$ cat config.mk
export PLATFORM = sky130hd
export DESIGN_NAME = dz_rx_scan
export DESIGN_NICKNAME = d
export VERILOG_FILES = /design/src/rtl/dz_rx_scan.sv
export SDC_FILE = /design/constraint.sdc
export NUM_CORES = 1
export LEC_CHECK = 0
export ABC_AREA = 1
export CAP_MARGIN = 20
export CORE_ASPECT_RATIO = 0.7
export CORE_MARGIN = 10
export CORE_UTILIZATION = 44
export CTS_BUF_LIST = sky130_fd_sc_hd__clkbuf_8
export CTS_CLUSTER_DIAMETER = 150
export CTS_CLUSTER_SIZE = 20
export DETAILED_ROUTE_END_ITERATION = 6
export PLACE_DENSITY = 0.95
export REMOVE_ABC_BUFFERS = 1
export SLEW_MARGIN = 15
export SYNTH_ARGS = -nofsm -noshare
export SYNTH_HDL_FRONTEND = slang
export SYNTH_SLANG_ARGS = --single-unit
$ cat constraint.sdc
create_clock -name clk -period 3.21 [get_ports clk]
set_clock_uncertainty 0.15 [all_clocks]
set_input_delay 0.963 -clock clk [delete_from_list [all_inputs] [get_ports clk]]
set_output_delay 0.963 -clock clk [all_outputs]
set_load 0.03 [all_outputs]
$ cat src/rtl/dz_rx_scan.sv
// DZ11 receive scanner: round-robin over eight UART receivers, grants the
// single RBUF silo write port to one full receiver at a time.
module dz_rx_scan #(
   parameter int SCANDIV = 1
) (
   input  logic        clk,
   input  logic        rst,
   input  logic        clr,
   input  logic        csrMSE,
   input  logic [7:0]  uartRXFULL,
   input  logic [63:0] uartRXDATA,
   input  logic [7:0]  uartRXPERR,
   input  logic [7:0]  uartRXFERR,
   input  logic [7:0]  uartRXOVRE,
   input  logic        siloFULL,
   output logic [7:0]  uartRXCLR,
   output logic        siloWR,
   output logic [15:0] siloDATA,
   output logic [2:0]  rxSCAN
);

   typedef enum logic [1:0] {ST_SCAN, ST_LOAD, ST_WAIT} state_t;

   localparam logic [7:0] DIV_LAST = 8'(SCANDIV - 1);

   state_t      state;
   logic [2:0]  scan;
   logic [2:0]  line;
   logic [7:0]  divcnt;
   logic [7:0]  cur_char;

   assign cur_char = uartRXDATA[8*scan +: 8];
   assign rxSCAN   = scan;

   // The RBUF word and strobes are registered on the examining edge so they
   // are presented during the single LOAD cycle.
   always_ff @(posedge clk) begin
      if (rst || clr) begin
         state     <= ST_SCAN;
         scan      <= 3'd0;
         line      <= 3'd0;
         divcnt    <= 8'd0;
         uartRXCLR <= 8'd0;
         siloWR    <= 1'b0;
         siloDATA  <= 16'd0;
      end else begin
         uartRXCLR <= 8'd0;
         siloWR    <= 1'b0;
         siloDATA  <= 16'd0;
         case (state)
            ST_SCAN: begin
               if (csrMSE) begin
                  if (divcnt != DIV_LAST) begin
                     divcnt <= divcnt + 8'd1;
                  end else begin
                     divcnt <= 8'd0;
                     if (uartRXFULL[scan]) begin
                        // A full silo stalls on this line instead of skipping it.
                        if (!siloFULL) begin
                           line      <= scan;
                           state     <= ST_LOAD;
                           siloWR    <= 1'b1;
                           uartRXCLR <= 8'd1 << scan;
                           siloDATA  <= {1'b1, uartRXOVRE[scan], uartRXFERR[scan],
                                         uartRXPERR[scan], 1'b0, scan, cur_char};
                        end
                     end else begin
                        scan <= scan + 3'd1;
                     end
                  end
               end
            end
            ST_LOAD: state <= ST_WAIT;
            ST_WAIT: begin
               // Resume past the granted line so it is never re-granted back-to-back.
               if (!uartRXFULL[line]) begin
                  scan   <= line + 3'd1;
                  divcnt <= 8'd0;
                  state  <= ST_SCAN;
               end
            end
            default: state <= ST_SCAN;
         endcase
      end
   end

endmodule

Yosys cells after proc, flatten, opt, wreduce, memory -nomap -nowiden
Cells that the tools add are included.

Register bits: 41. Latch bits: 0. Bits in writable memories: 0. Bits in read-only memories: 0. Logic and storage cells: 65. Memories: 0.

$add $sub $neg: 3. Multipliers: 0. Divide/modulo/power cells: 0. $lt $le $gt $ge: 2. Eq/ne operators: 8. Shift operators: 2. Mux-type cells: 27. Bitwise gates (word level): 5. Reductions and logical operators: 10.

Operators by type and width (count): indexed part select 64 x 7 -> 8 bit (1); 2-to-1 mux 8 bit (3); 2-to-1 mux 16 bit (1); case mux 8 bit (2 select lines) (1); binary-select mux 1 bit (select 3 bit) (5); AND reduction 5 bit (3); 2-to-1 mux 3 bit (4); != test 2 bit (second input constant) (6); 2-to-1 mux 2 bit (5); adder 8 x 1 -> 8 bit (second input constant) (1); < comparator 3 x 4 -> 1 bit (second input constant) (2); nonzero test 8 bit (1); left shift 1 x 3 -> 8 bit (first input constant) (1); adder 3 x 1 -> 3 bit (second input constant) (2); 2-to-1 mux 1 bit (6); case mux 2 bit (3 select lines) (1); case mux 3 bit (2 select lines) (1); OR reduction 6 bit (1); NOT 1 bit (5); OR reduction 5 bit (1); AND reduction 3 bit (1); equality test 2 x 1 -> 1 bit (second input constant) (1); equality test 2 bit (second input constant) (1); zero test 2 bit (1); 2 further kinds (2).

Depth between registers and ports, before layout
Depth in word-level cells: 6. Depth in mapped cells: 11. Depth with buffers taken out: 11.

Worst setup path before layout
Ideal clock, no wire load.

Kind: input to register. From: input port uartRXFULL[4]. To: register scan[0] (netlist: rxSCAN[0]). Setup time: 0.113 ns. Data arrival time: 1.750 ns. Data required time: 2.947 ns. Slack: 1.197 ns. Cell stages on the path: 11. Buffers on the path: 1. Cells stage by stage: inv_1 -> nand2_1 -> nand3_1 -> nand2_1 -> nand2_1 -> nand3_1 -> buf_4 -> nor2_2 -> nand3_1 -> nand2_1 -> nor2_1.

Longest elaborated chain between the ends: 4. Elaborated cells between the ends (all ways): 7. Those cells by class: eq/ne: 2; mux: 4; reduce/logical: 1.

Ends and longest elaborated chain: start, declared (line 10) `input logic [7:0] uartRXFULL,`; binary-select mux 1 bit (select 3 bit), on equally long branches (line 57, 76); 2-to-1 mux 1 bit, on equally long branches (line 57, 76); != test 2 bit (no source line); AND reduction 5 bit (no source line) *; end signal, assigned (line 68) `scan <= scan + 3'd1;`; end signal, assigned (line 77) `scan <= line + 3'd1;`; end, declared (line 27) `logic [2:0] scan;`.

Every way passes the cells marked *; elsewhere a longest branch is shown, timed or not. The select of a mux whose other input is x is not followed. A chain may end at the register's enable or synchronous reset.

Worst setup path in the final report
From: register scan[1] (netlist: rxSCAN[1]). To: output port rxSCAN[1].

RTL lines: end, declared (line 19) `output logic [2:0] rxSCAN`.

No word-level cell between the ends.

==> flow_metrics.py <==
metrics = {
    "outcome": {
        "status": "completed",
    },
    "sta": {
        "fin_ws_ns": 0.531,
        "max_freq_mhz": 373,
        "fin_tns_setup_ns": 0,
        "grt_setup_unrepaired": "false",
        "finalHoldViolations": 0,
        "worst_pin_slew_ns": 0.673,
        "slew_violations": 0,
        "maxSlewHeadroom": 0.551,
        "fin_crit_sh": 0.834,
        "whs_ns": 0.343,
        "setup_violations": 0,
        "min_period_ns": 2.68,
    },
    "worst_setup_path": {
        "cp_cell_sequence": "clkdlybuf4s50_1",
        "crit_family": "buffers and inverters",
        "cp-start-kind": "flip-flop",
        "crit_start": "rxSCAN[1]$_SDFFE_PP0P_",
        "crit_required_ns": 2.10,
        "worstSetupPathType": "flip-flop to output port",
        "critical_path_buf_inv_count": 1,
        "critPathMaxStageDelay_ns": 0.74,
        "cp_slowest_cell": "clkdlybuf4s50_1",
        "r2r_start": "rxSCAN[2]$_SDFFE_PP0P_",
        "critPathMaxFanout": 10,
        "crit_arrival_ns": 1.57,
        "crit_path_end_kind": "output port",
    },
    "place": {
        "gp_congestion": 0.892,
        "place_hpwl_um": 7070,
        "numPortBuffers": 127,
        "placed_cells_incl_taps": 566,
        "preCtsSetupSlack_ns": 0.391,
    },
    "drt": {
        "drt_iter0_drc": 193,
        "antenna_left": 0,
        "first_pass_iters": 5,
        "vias": 2962,
        "wl_per_cell_um": 15.4,
        "vias_per_cell": 5.16,
        "routed_wl_um": 8850,
        "drc_errors": 0,
    },
    "power_and_ir_drop": {
        "p_total_mw": 1.13,
        "power_density_nw_per_um2": 298,
        "vdd_drop_max_uv": 178,
        "leakage_nw": 1.62,
    },
    "grt": {
        "grt_remaining_overflow": 0,
        "grt_usage": 0.197,
        "antenna_found_initial": 0,
        "grt_pass1_vias": 2804,
        "grt_first_pass_wirelength_um": 14100,
        "grt_max_degree": 27,
    },
    "clock_network": {
        "postCtsSetupBuffers": 0,
        "clockBufferDepth": 2,
        "cts_sinks": 39,
        "clk_latency_ns": 0.30,
        "h-tree-depth": 2,
        "path_clk_slew_ns": 0.07,
        "cts_tree": "built",
        "cts-resized-gates": 0,
        "holdBufCountCts": 0,
        "cts-root-buf": "clkbuf_8",
        "cts_made_buffers": 5,
    },
    "synthesis": {
        "yosysMostFrequentCell": "nand2_1",
        "syn_inst": 380,
        "synth_edf_count": 0,
        "yosysTopAreaCell": "dfxtp_1",
        "synthTopCellsByCount": "145 x nand2_1, 40 x nand4_1, 39 x dfxtp_1, 37 x nor2_1, 33 x inv_1",
        "ys_seq_area_frac": 0.325,
        "syn_area_per_cell_um2": 6.33,
        "synth_flop_cell": "dfxtp_1",
        "synth.yosys.warnings": 0,
        "async_flop_share": 0,
        "synthTopCellsByArea": "dfxtp_1 32%, nand2_1 23%, nand4_1 10%, nor2_1 5.8%, nand3_1 5.2%",
        "ys_seq_elements": 39,
        "syn_area_um2": 2400,
        "synth_cell_type_count": 27,
        "synth_top_area_frac": 0.325,
    },
    "final_layout": {
        "fillers": 424,
        "diodes": 0,
        "nets": 605,
        "post_route_cells_drive_above_1_share": 0.0458,
        "fin_cells": 574,
        "syn2layout_area_growth_pct": 57.3,
    },
    "floorplan": {
        "coreArea_um2": 5260,
        "io_pins": 129,
        "die_width_um": 108,
        "dieArea_um2": 8870,
        "row_count": 22,
        "start_util": 0.457,
        "fp.dieH_um": 81.9,
    },
    "flow_run": {
        "drv_cap": 0,
    },
    "min_path": {
        "hold_path.class": "flip-flop to flip-flop",
        "hp-start": "line[2]$_SDFFE_PP0P_",
    },
}
## layout by cell type, fill, tap and decap left out, types with 2 or more instances in the layout
cell / n
a21oi_1: 7
a22oi_1: 7
buf_4: 8
clkbuf_8: 5
clkdlybuf4s50_1: 127
dfxtp_1: 39
ha_1: 3
inv_1: 34
nand2_1: 145
nand3_1: 25
nand3_2: 2
nand4_1: 40
nor2_1: 36
nor2_2: 2
nor3_1: 3
o21ai_0: 3
o21ai_1: 2
xor2_1: 4
## sequential cells by signal, summed over array words and instances (netlist names)
register,flops
siloDATA,15
divcnt,8
uartRXCLR,8
line,3
rxSCAN,3
state,2
## routing by layer
layer  wire length [um]  up-vias  global-route usage
li1                   -     1470                   -
met1               3810     1374               0.242
met2               4230      111               0.337
met3                718        7              0.0594
met4                 92        0              0.0420
met5                  0        -                   0
## report_power, final
group	switching [mW]	internal (mW)	total, mW	leakage, nW
clock network	0.174	0.149	0.323	0.0453
registers	0.00503	0.490	0.495	0.315
logic	0.142	0.168	0.310	1.26
## stage by stage
stage | utilization | area [um^2]
3_5_place_dp | 0.703 | 3700
2_1_floorplan | - | 2270
6_report | 0.720 | 3780
3_3_place_gp | 0.703 | 3700
4_1_cts | 0.720 | 3780
5_1_grt | 0.720 | 3780
## kinds of logic (layout without fill, tap and decap cells)
kind of cell / Yosys count / after routing / synth area share
xor+xnor: 5 / 5 / 0.0182
buf+inv: 56 / 178 / 0.109
fa+ha+maj: 3 / 3 / 0.0156
simple gates: 256 / 256 / 0.481
compound gates: 20 / 20 / 0.0499
other cells: 1 / 1 / 0.00156
flops: 39 / 39 / 0.325
## area by class of cell
type | instances | area, um^2 | area share
tap | 72 | 90.1 | 0.0238
clock buffer | 5 | 68.8 | 0.0182
clock inverter | 3 | 16.3 | 0.00430
timing repair buffer | 135 | 1330 | 0.352
multi-input combinational | 285 | 1370 | 0.361
inverter | 35 | 131 | 0.0347
sequential | 39 | 781 | 0.206
## path summary, 6_finish.rpt
check	end	cells after the start	slack (ns)
hold reg to reg	line[2]$_SDFFE_PP0P_	2	0.34
setup reg to reg	uartRXCLR[0]$_SDFF_PP0_	7	1.12
setup / recovery	rxSCAN[1]	1	0.53
hold / removal	line[2]$_SDFFE_PP0P_	2	0.34
(Power assumes the default switching activity.)
